<file path="config.mk">
export PLATFORM = sky130hd
export DESIGN_NAME = mux_scan_ctrl_flat
export DESIGN_NICKNAME = d
export VERILOG_FILES = /design/src/rtl/mux_scan_ctrl_pkg.sv /design/src/rtl/mux_scan_ctrl_if.sv /design/src/rtl/mux_scan_ctrl_pick.sv /design/src/rtl/mux_scan_ctrl.sv /design/src/flat_wrapper.sv
export SDC_FILE = /design/constraint.sdc
export NUM_CORES = 1
export LEC_CHECK = 0
export ABC_AREA = 1
export CAP_MARGIN = 40
export CELL_PAD_IN_SITES_DETAIL_PLACEMENT = 1
export CELL_PAD_IN_SITES_GLOBAL_PLACEMENT = 1
export CORE_MARGIN = 4
export CORE_UTILIZATION = 35
export CTS_CLUSTER_SIZE = 40
export DETAILED_ROUTE_END_ITERATION = 7
export MAX_ROUTING_LAYER = met4
export PLACE_DENSITY = 0.8
export SLEW_MARGIN = 20
export SYNTH_ARGS = -nofsm -noshare
export SYNTH_HDL_FRONTEND = slang
export SYNTH_SLANG_ARGS = --single-unit
</file>
<file path="constraint.sdc">
create_clock -name clk -period 1.5 [get_ports clk]
set_input_delay 0.3 -clock clk [delete_from_list [all_inputs] [get_ports clk]]
set_output_delay 0.3 -clock clk [all_outputs]
set_load 0.005 [all_outputs]
</file>
<file path="src/rtl/mux_scan_ctrl_pkg.sv">
// mux_scan_ctrl shared definitions: state encoding, channel/select widths.
// Imported by the scan controller, its interface and the channel picker.
package mux_scan_ctrl_pkg;

    localparam int NCH         = 4;
    localparam int SEL_W       = 2;
    localparam int DWELL_W_DEF = 8;

    typedef enum logic [1:0] {
        ST_IDLE   = 2'd0,
        ST_SETTLE = 2'd1,
        ST_DONE   = 2'd2
    } state_t;

    typedef logic [SEL_W-1:0] sel_t;
    typedef logic [NCH-1:0]   chmask_t;

endpackage

</file>
<file path="src/rtl/mux_scan_ctrl_if.sv">
// Request/response bundle between a scan requester and mux_scan_ctrl.
// Optional MUX_SCAN_CONT_EN adds the cont (continuous rescan) request bit.
interface mux_scan_ctrl_if
    import mux_scan_ctrl_pkg::*;
#(
    parameter int DWELL_W = DWELL_W_DEF
);

    logic               start;
    chmask_t            ch_mask;
    logic [DWELL_W-1:0] dwell;
`ifdef MUX_SCAN_CONT_EN
    logic               cont;
`endif
    logic               busy;
    logic               done;
    chmask_t            snapshot;
    logic               snap_valid;

    modport master (
`ifdef MUX_SCAN_CONT_EN
        output cont,
`endif
        output start,
        output ch_mask,
        output dwell,
        input  busy,
        input  done,
        input  snapshot,
        input  snap_valid
    );

    modport slave (
`ifdef MUX_SCAN_CONT_EN
        input  cont,
`endif
        input  start,
        input  ch_mask,
        input  dwell,
        output busy,
        output done,
        output snapshot,
        output snap_valid
    );

endinterface

</file>
<file path="src/rtl/mux_scan_ctrl_pick.sv">
// Channel picker: lowest enabled channel (first=1) or the next enabled
// channel strictly above cur (first=0); found=0 when none qualifies.
module mux_scan_ctrl_pick
    import mux_scan_ctrl_pkg::*;
(
    input  chmask_t mask,
    input  sel_t    cur,
    input  logic    first,
    output sel_t    idx,
    output logic    found
);

    // Descending walk so the lowest qualifying channel is the last one kept.
    always_comb begin
        idx   = '0;
        found = 1'b0;
        for (int i = NCH - 1; i >= 0; i--) begin
            if (mask[i] && (first || (i > int'(cur)))) begin
                idx   = sel_t'(i);
                found = 1'b1;
            end
        end
    end

endmodule

</file>
<file path="src/rtl/mux_scan_ctrl.sv">
// mux_scan_ctrl: steps a 4:1 mux select over enabled channels and snapshots
// the mux output. Optional MUX_SCAN_CONT_EN enables continuous rescanning.
module mux_scan_ctrl
    import mux_scan_ctrl_pkg::*;
#(
    parameter int DWELL_W = DWELL_W_DEF
) (
    input  logic                 clk,
    input  logic                 rst_n,
    mux_scan_ctrl_if.slave       ctl,
    input  logic                 mux_out,
    output sel_t                 sel
);

    state_t             state_q, state_d;
    sel_t               sel_q, sel_d;
    logic               busy_q, busy_d;
    logic               done_q, done_d;
    chmask_t            snap_q, snap_d;
    logic               snapv_q, snapv_d;
    chmask_t            work_q, work_d;
    chmask_t            mask_q, mask_d;
    logic [DWELL_W-1:0] dwell_q, dwell_d;
    logic [DWELL_W-1:0] cnt_q, cnt_d;

    chmask_t            pick_mask;
    sel_t               pick_cur;
    logic               pick_first;
    sel_t               pick_idx;
    logic               pick_found;

    // Picker sees the live mask in IDLE, the latched mask otherwise.
    always_comb begin
        pick_mask  = mask_q;
        pick_cur   = sel_q;
        pick_first = 1'b1;
        case (state_q)
            ST_IDLE:   pick_mask  = ctl.ch_mask;
            ST_SETTLE: pick_first = 1'b0;
            default:   pick_first = 1'b1;
        endcase
    end

    mux_scan_ctrl_pick u_pick (
        .mask  (pick_mask),
        .cur   (pick_cur),
        .first (pick_first),
        .idx   (pick_idx),
        .found (pick_found)
    );

    // Next-state and next-output computation for the scan sequencer.
    always_comb begin
        state_d = state_q;
        sel_d   = sel_q;
        busy_d  = busy_q;
        done_d  = 1'b0;
        snap_d  = snap_q;
        snapv_d = snapv_q;
        work_d  = work_q;
        mask_d  = mask_q;
        dwell_d = dwell_q;
        cnt_d   = cnt_q;

        case (state_q)
            ST_IDLE: begin
                busy_d = 1'b0;
                if (ctl.start) begin
                    mask_d  = ctl.ch_mask;
                    dwell_d = ctl.dwell;
                    work_d  = '0;
                    if (pick_found) begin
                        snapv_d = 1'b0;
                        sel_d   = pick_idx;
                        cnt_d   = ctl.dwell;
                        busy_d  = 1'b1;
                        state_d = ST_SETTLE;
                    end else begin
                        snap_d  = '0;
                        snapv_d = 1'b1;
                        done_d  = 1'b1;
                        state_d = ST_DONE;
                    end
                end
            end

            ST_SETTLE: begin
                if (cnt_q != '0) begin
                    cnt_d = cnt_q - 1'b1;
                end else begin
                    work_d[sel_q] = mux_out;
                    if (pick_found) begin
                        sel_d = pick_idx;
                        cnt_d = dwell_q;
                    end else begin
                        snap_d  = work_d;
                        snapv_d = 1'b1;
                        done_d  = 1'b1;
                        busy_d  = 1'b0;
                        state_d = ST_DONE;
                    end
                end
            end

            ST_DONE: begin
                busy_d  = 1'b0;
                state_d = ST_IDLE;
`ifdef MUX_SCAN_CONT_EN
                if (ctl.cont) begin
                    work_d = '0;
                    if (pick_found) begin
                        sel_d   = pick_idx;
                        cnt_d   = dwell_q;
                        busy_d  = 1'b1;
                        state_d = ST_SETTLE;
                    end else begin
                        snap_d  = '0;
                        snapv_d = 1'b1;
                        done_d  = 1'b1;
                        state_d = ST_DONE;
                    end
                end
`endif
            end

            default: begin
                busy_d  = 1'b0;
                state_d = ST_IDLE;
            end
        endcase
    end

    // State and output registers with synchronous active-low reset.
    always_ff @(posedge clk) begin
        if (!rst_n) begin
            state_q <= ST_IDLE;
            sel_q   <= '0;
            busy_q  <= 1'b0;
            done_q  <= 1'b0;
            snap_q  <= '0;
            snapv_q <= 1'b0;
            work_q  <= '0;
            mask_q  <= '0;
            dwell_q <= '0;
            cnt_q   <= '0;
        end else begin
            state_q <= state_d;
            sel_q   <= sel_d;
            busy_q  <= busy_d;
            done_q  <= done_d;
            snap_q  <= snap_d;
            snapv_q <= snapv_d;
            work_q  <= work_d;
            mask_q  <= mask_d;
            dwell_q <= dwell_d;
            cnt_q   <= cnt_d;
        end
    end

    assign sel            = sel_q;
    assign ctl.busy       = busy_q;
    assign ctl.done       = done_q;
    assign ctl.snapshot   = snap_q;
    assign ctl.snap_valid = snapv_q;

endmodule

</file>
<file path="src/flat_wrapper.sv">
// flat-port wrapper written by rule: the top's interface ports become plain ports
module mux_scan_ctrl_flat import mux_scan_ctrl_pkg::*;
#(
    parameter int DWELL_W = DWELL_W_DEF
)
  (clk, rst_n, mux_out, sel, ctl_start, ctl_ch_mask, ctl_dwell, ctl_busy, ctl_done, ctl_snapshot, ctl_snap_valid);
  mux_scan_ctrl_if #(.DWELL_W(DWELL_W)) ctl_i ();
  input  logic clk;
  input  logic rst_n;
  input  logic mux_out;
  output sel_t sel;
  input wire logic [$bits(ctl_i.start)-1:0] ctl_start;
  input wire logic [$bits(ctl_i.ch_mask)-1:0] ctl_ch_mask;
  input wire logic [$bits(ctl_i.dwell)-1:0] ctl_dwell;
  output wire logic [$bits(ctl_i.busy)-1:0] ctl_busy;
  output wire logic [$bits(ctl_i.done)-1:0] ctl_done;
  output wire logic [$bits(ctl_i.snapshot)-1:0] ctl_snapshot;
  output wire logic [$bits(ctl_i.snap_valid)-1:0] ctl_snap_valid;
  assign ctl_i.start = ctl_start;
  assign ctl_i.ch_mask = ctl_ch_mask;
  assign ctl_i.dwell = ctl_dwell;
  assign ctl_busy = ctl_i.busy;
  assign ctl_done = ctl_i.done;
  assign ctl_snapshot = ctl_i.snapshot;
  assign ctl_snap_valid = ctl_i.snap_valid;
  mux_scan_ctrl #(.DWELL_W(DWELL_W)) u_core (.clk(clk), .rst_n(rst_n), .ctl(ctl_i), .mux_out(mux_out), .sel(sel));
endmodule
</file>
### Yosys cells after proc, flatten, opt, wreduce, memory -nomap -nowiden

Cells that the tools add are included.

* register bits after elaboration: 35
* bits in latches: 0
* bits in writable memories: 0
* ROM bits: 0
* bits of input ports: 16
* output and inout bits: 9
* word-level logic and storage cells: 89
* memories kept: 0

* $add $sub $neg: 1
* $mul: 0
* div/mod/pow operators: 0
* magnitude comparators: 5
* equality and inequality tests: 7
* shifts and indexed selects: 0
* muxes and demuxes: 48
* bitwise logic cells: 0
* reduce and logical (&&, ||, !) cells: 18

Operators with widths (count)
* two-way mux 8 bit: 4
* two-way mux 4 bit: 7
* two-way mux 2 bit: 11
* two-way mux 1 bit: 16
* case mux 4 bit (2 select lines): 2
* case mux 8 bit (2 select lines): 1
* != test 2 bit, second input constant: 4
* case mux 2 bit (2 select lines): 2
* AND reduction 4 bit: 2
* nonzero test 8 bit: 1
* subtractor 8 x 1 -> 8 bit, second input constant: 1
* case mux 1 bit (2 select lines): 3
* AND reduction 3 bit: 2
* logical AND 1 bit: 5
* AND reduction 5 bit: 1
* bitwise mux 4 bit: 1
* > comparator 2 bit, first input constant: 2
* AND reduction 2 bit: 2
* logical OR 1 bit: 3
* less-than comparator 2 x 3 -> 1 bit, second input constant: 1
* != test 3 x 1 -> 1 bit, second input constant: 1
* demux 1 bit (select 2 bit): 1
* equality test 2 x 1 -> 1 bit, second input constant: 1
* greater-or-equal comparator 2 x 1 -> 1 bit, second input constant: 1
* other kinds (4): 4

### Longest topological paths before layout

* depth after elaboration: 11
* mapped depth: 11
* gate-level depth less buffers: 11

### Cells and area by module

A second synthesis with hierarchy kept.

* cell total of the unflattened synthesis: 274
* area, all modules: 1878.1 um2

Modules (own cells, without submodules)
* mux_scan_ctrl: times used 1, cells an instance 258, area each 1798.0 um2
* mux_scan_ctrl_pick: times used 1, cells an instance 16, area each 80.1 um2

### Worst setup path after synthesis

No wires, ideal clock.

* kind: reg-to-reg
* start: register u_core.cnt_q[0]
* end: register u_core.cnt_q[3]
* library setup time: 0.113 ns
* arrival time: 1.408 ns
* setup slack: -0.021 ns
* stages on the path, launching flop included: 12
* path buffers: 0
* period minus slack after synthesis: 1.521 ns
* path through: dfxtp_1 > inv_1 > ha_1 > nand3_1 > nor2_4 > nand2_2 > nand2_4 > nand3_4 > nand2_4 > nand2_1 > nand2_1 > nor2_1

* word-level cells in the longest chain between the ends: 3
* elaborated cells on any way between the ends: 6
* those cells by class: add/sub: 1; eq/ne: 1; mux: 2; reduce/logical: 2

RTL lines
* from (decl): RTL line mux_scan_ctrl.sv:24 `logic [DWELL_W-1:0] cnt_q, cnt_d;`
* from (signal assigned): RTL line mux_scan_ctrl.sv:156 `cnt_q <= cnt_d;`
* subtractor 8 x 1 -> 8 bit / nonzero test 8 bit (equally long branches): RTL line mux_scan_ctrl.sv:89, mux_scan_ctrl.sv:88
* two-way mux 8 bit / != test 3 x 1 -> 1 bit (equally long branches)
* case mux 8 bit (2 select lines) / AND reduction 4 bit (equally long branches)

Parallel ways exist; a longest one is shown, timed or not.
A chain may end at the register's enable or synchronous reset.

### Final worst setup path

* start: register u_core.state_q[1]
* end: register u_core.cnt_q[0]

* word-level cells in the longest chain between the ends: 10
* elaborated cells on any way between the ends: 21
* those cells by class: eq/ne: 4; mux: 7; reduce/logical: 10

RTL lines
* from (decl): RTL line mux_scan_ctrl.sv:15 `state_t state_q, state_d;`
* from (signal assigned): RTL line mux_scan_ctrl.sv:147 `state_q <= state_d;`
* equality test 2 x 1 -> 1 bit: RTL line mux_scan_ctrl.sv:37, mux_scan_ctrl.sv:65
* two-way mux 1 bit: RTL line mux_scan_ctrl.sv:37 `case (state_q)`
* logical OR 1 bit: RTL line mux_scan_ctrl_pick.sv:18 `if (mask[i] && (first || (i > int'(cur)))) begin`
* logical AND 1 bit: RTL line mux_scan_ctrl_pick.sv:18
* two-way mux 1 bit (4 in a row): RTL line mux_scan_ctrl_pick.sv:18
* != test 3 x 1 -> 1 bit (no line) / != test 2 x 1 -> 1 bit (equally long branches)
* AND reduction 4 bit (no line)

Parallel ways exist; a longest one is shown, timed or not.

==> impl_metrics.py <==
metrics = {
    "run_status": {
        "run_status": "finished with violations",
        "violations": "setup timing",
    },
    "die": {
        "core_um2": 5240,
        "die_w_um": 82.3,
        "rows": 26,
        "initial_core_util_pct": 36.9,
        "die_y_um": 82.3,
        "boundaryPins": 25,
        "fp.dieArea_um2": 6770,
    },
    "timing": {
        "setup_viol": 17,
        "tightest_slew_ps": 276,
        "slew_headroom_pct": 81.6,
        "max_freq_ghz": 0.590,
        "fin_crit_ps": 1700,
        "rsz0062_at_grt": "true",
        "final.setup.tns_ps": -1820,
        "final.setup.worst_slack_ps": -196,
        "finClkSkew_ps": 4.04,
        "fin_crit_sh_pct": 113,
        "finalMaxSlewViolations": 0,
        "finalHoldViolCount": 0,
    },
    "critical_path": {
        "critPathKind": "register to register",
        "critPathLaunchType": "register",
        "end_kind": "register",
        "worstPathRequired_ps": 1680,
        "cp_data_arrival_time_ps": 1880,
        "critPathMaxFanout": 7,
        "rr_startpoint": "u_core.state_q[1]",
        "cp-startpoint": "u_core.state_q[1]",
    },
    "global_routing": {
        "antenna_found_initial": 0,
        "grt_max_degree": 20,
        "grt-ovfl-total": 0,
        "grt_pass1_wl_mm": 11.1,
        "grt_use_total_pct": 22.1,
        "first_global_vias": 2351,
    },
    "clock_network": {
        "cts_sinks": 35,
        "htreeDepth": 2,
        "cts-root-buf": "clkbuf_8",
        "clk_pin_slew_ps": 70,
        "clockBufferDepth": 2,
        "cts_tree": "done",
        "clock_latency_ps": 290,
        "ctsHoldBuffers": 0,
        "numCtsBuffers": 5,
    },
    "synthesis": {
        "syn_inst": 299,
        "syn_avg_cell_area_um2": 6.46,
        "synth.yosys.seq_area_share_pct": 36.3,
        "ys_types": 24,
        "synth_fp_nets": 317,
        "ys_ff_latch": 35,
        "synthesis.area_um2": 1930,
        "yosysWarnings": 0,
    },
    "drt": {
        "postRouteAntennaNets": 0,
        "routedWlPerCell_um": 17.8,
        "drt_iter0_markers": 63,
        "drc": 0,
        "firstDrtPassIters": 4,
        "vias_per_cell": 5.15,
        "wl_mm": 7.78,
        "vias": 2256,
    },
    "cells_and_area": {
        "n_antenna_cell": 0,
        "final_core_util_pct": 55.9,
        "syn_to_final_growth_pct": 51.7,
        "finalNetCount": 386,
        "layout-drive-gt1-share_pct": 34.0,
    },
    "place": {
        "gp_congestion": 0.806,
        "dpl.hpwl_mm": 4.29,
        "numPortBuffers": 24,
    },
    "pwr": {
        "leakagePower_uw": 0.00137,
        "vdd_ir_drop_max_uv": 628,
        "power_per_cell_area_nw_per_um2": 1270,
    },
    "run": {
        "drv_cap": 0,
    },
    "hold_path": {
        "hold_path_startpoint": "u_core.dwell_q[7]",
        "holdCritPathClass": "register to register",
    },
}
[worst max-delay path, stage by stage (launching register included)]
cell and delay, ps:
dfxtp_2 400, nor2_4 80, nand2_1 200, inv_2 80
nor2_2 170, clkinvlp_2 180, buf_4 190, a21oi_1 210
nor2_1 80
[per-stage QoR]
stage	hold WS (ps)	worst slack (ps)	instances	total power, µW	instance area, µm²
after detailed placement	445	-287	409	2440	2410
final	452	-196	438	3710	2930
after floorplan	430	4.71	299	1960	1930
after CTS	456	-21.1	430	3370	2720
after global routing	478	-246	438	3960	2930
after global placement	441	-196	409	2390	2410
[layout by cell type, fill, tap and decap left out, types with 2 or more instances in the layout]
master / n
nand2_2: 12
nor2_4: 5
o21ai_0: 20
clkbuf_8: 6
ha_4: 2
dfxtp_2: 3
buf_4: 36
o211ai_1: 2
nand3_1: 13
dfxtp_4: 3
clkdlybuf4s50_1: 22
dfxtp_1: 29
dlygate4sd2_1: 2
nor2_1: 43
nand2_1: 59
o21ai_2: 3
inv_1: 31
nor2_2: 10
a311oi_2: 2
a21oi_2: 2
buf_6: 4
nand3_2: 6
inv_4: 2
a21oi_1: 18
nand4_1: 2
inv_2: 8
nand3_4: 5
nand2_4: 9
[worst paths after layout]
kind,endpoint,slack (ps),cells past startpoint
worst min register to register,u_core.dwell_q[7],450,2
worst max register to register,u_core.cnt_q[0],-200,8
worst min-delay path,u_core.dwell_q[7],450,2
worst max-delay path,u_core.cnt_q[0],-200,8
[synth_stat cells]
cell type	n	area, µm²
nand3_1	20	100
o211ai_1	2	15.0
nand3_4	2	35.0
nor2_1	53	199
clkbuf_1	5	18.8
nand4_1	2	12.5
xnor2_1	1	8.76
inv_1	33	124
nand2_1	74	278
a211oi_1	2	15.0
nor2_2	2	12.5
buf_4	1	7.51
nor2_4	3	33.8
or2_2	1	6.26
o21ai_1	1	5.00
o21ai_0	23	115
a311oi_2	2	30.0
buf_6	1	11.3
ha_1	2	25.0
nand2_2	4	25.0
inv_2	8	30.0
dfxtp_1	35	701
nand2_4	2	22.5
a21oi_1	20	100
[what timing repair did]
item	4_1_cts	5_1_grt
buffers inserted	11	8
pin swaps	17	21
cloned	3	1
setup endpoints to repair	18	24
resized for setup	40	39
endpoints found under the hold margin	0	0
[layout make-up]
cell class                      instances  area [µm²]
Timing Repair Buffer                   65         573
Clock inverter                          1        5.00
Fill cell                             676        2310
Clock buffer                            6        82.6
Inverter                               41         159
Sequential cell                        35         716
Timing Repair inverter                  1        5.00
Tap cell                               70        87.6
Multi-Input combinational cell        219        1300
[metal layers]
metal / wire length (µm) / track usage [%] / vias up
met2: 4260 / 39.7 / 51
met5: 0 / - / -
met1: 3060 / 24.5 / 1093
met4: 236 / 8.14 / 0
li1: - / - / 1086
met3: 221 / 3.36 / 26
[sequential cells by signal (all words and copies together) (netlist names), 2 cells and up]
register and cells:
u_core.mask_q 4, u_core.work_q 4, u_core.sel 2, u_core.dwell_q 8
u_core.ctl.snapshot 4, u_core.cnt_q 8, u_core.state_q 2
[cell families (layout without fill, tap and decap cells)]
group	after synthesis	count (layout)	synth area share [%]
and+or+nand+nor	163	166	37.5
AOI/OAI and AO/OA	50	50	14.5
buffers and inverters	48	114	9.92
DFF	35	35	36.3
adders and majority gates	2	2	1.30
xor gates and xnor gates	1	1	0.454
[power by group]
group	internal [µW]	switching, µW	leakage, µW
Combinational	751	1080	0.00103
Sequential	1070	97.1	0.000292
Clock	361	355	0.0000470
Total	2180	1530	0.00137
Power figures use the tool's default switching activity.
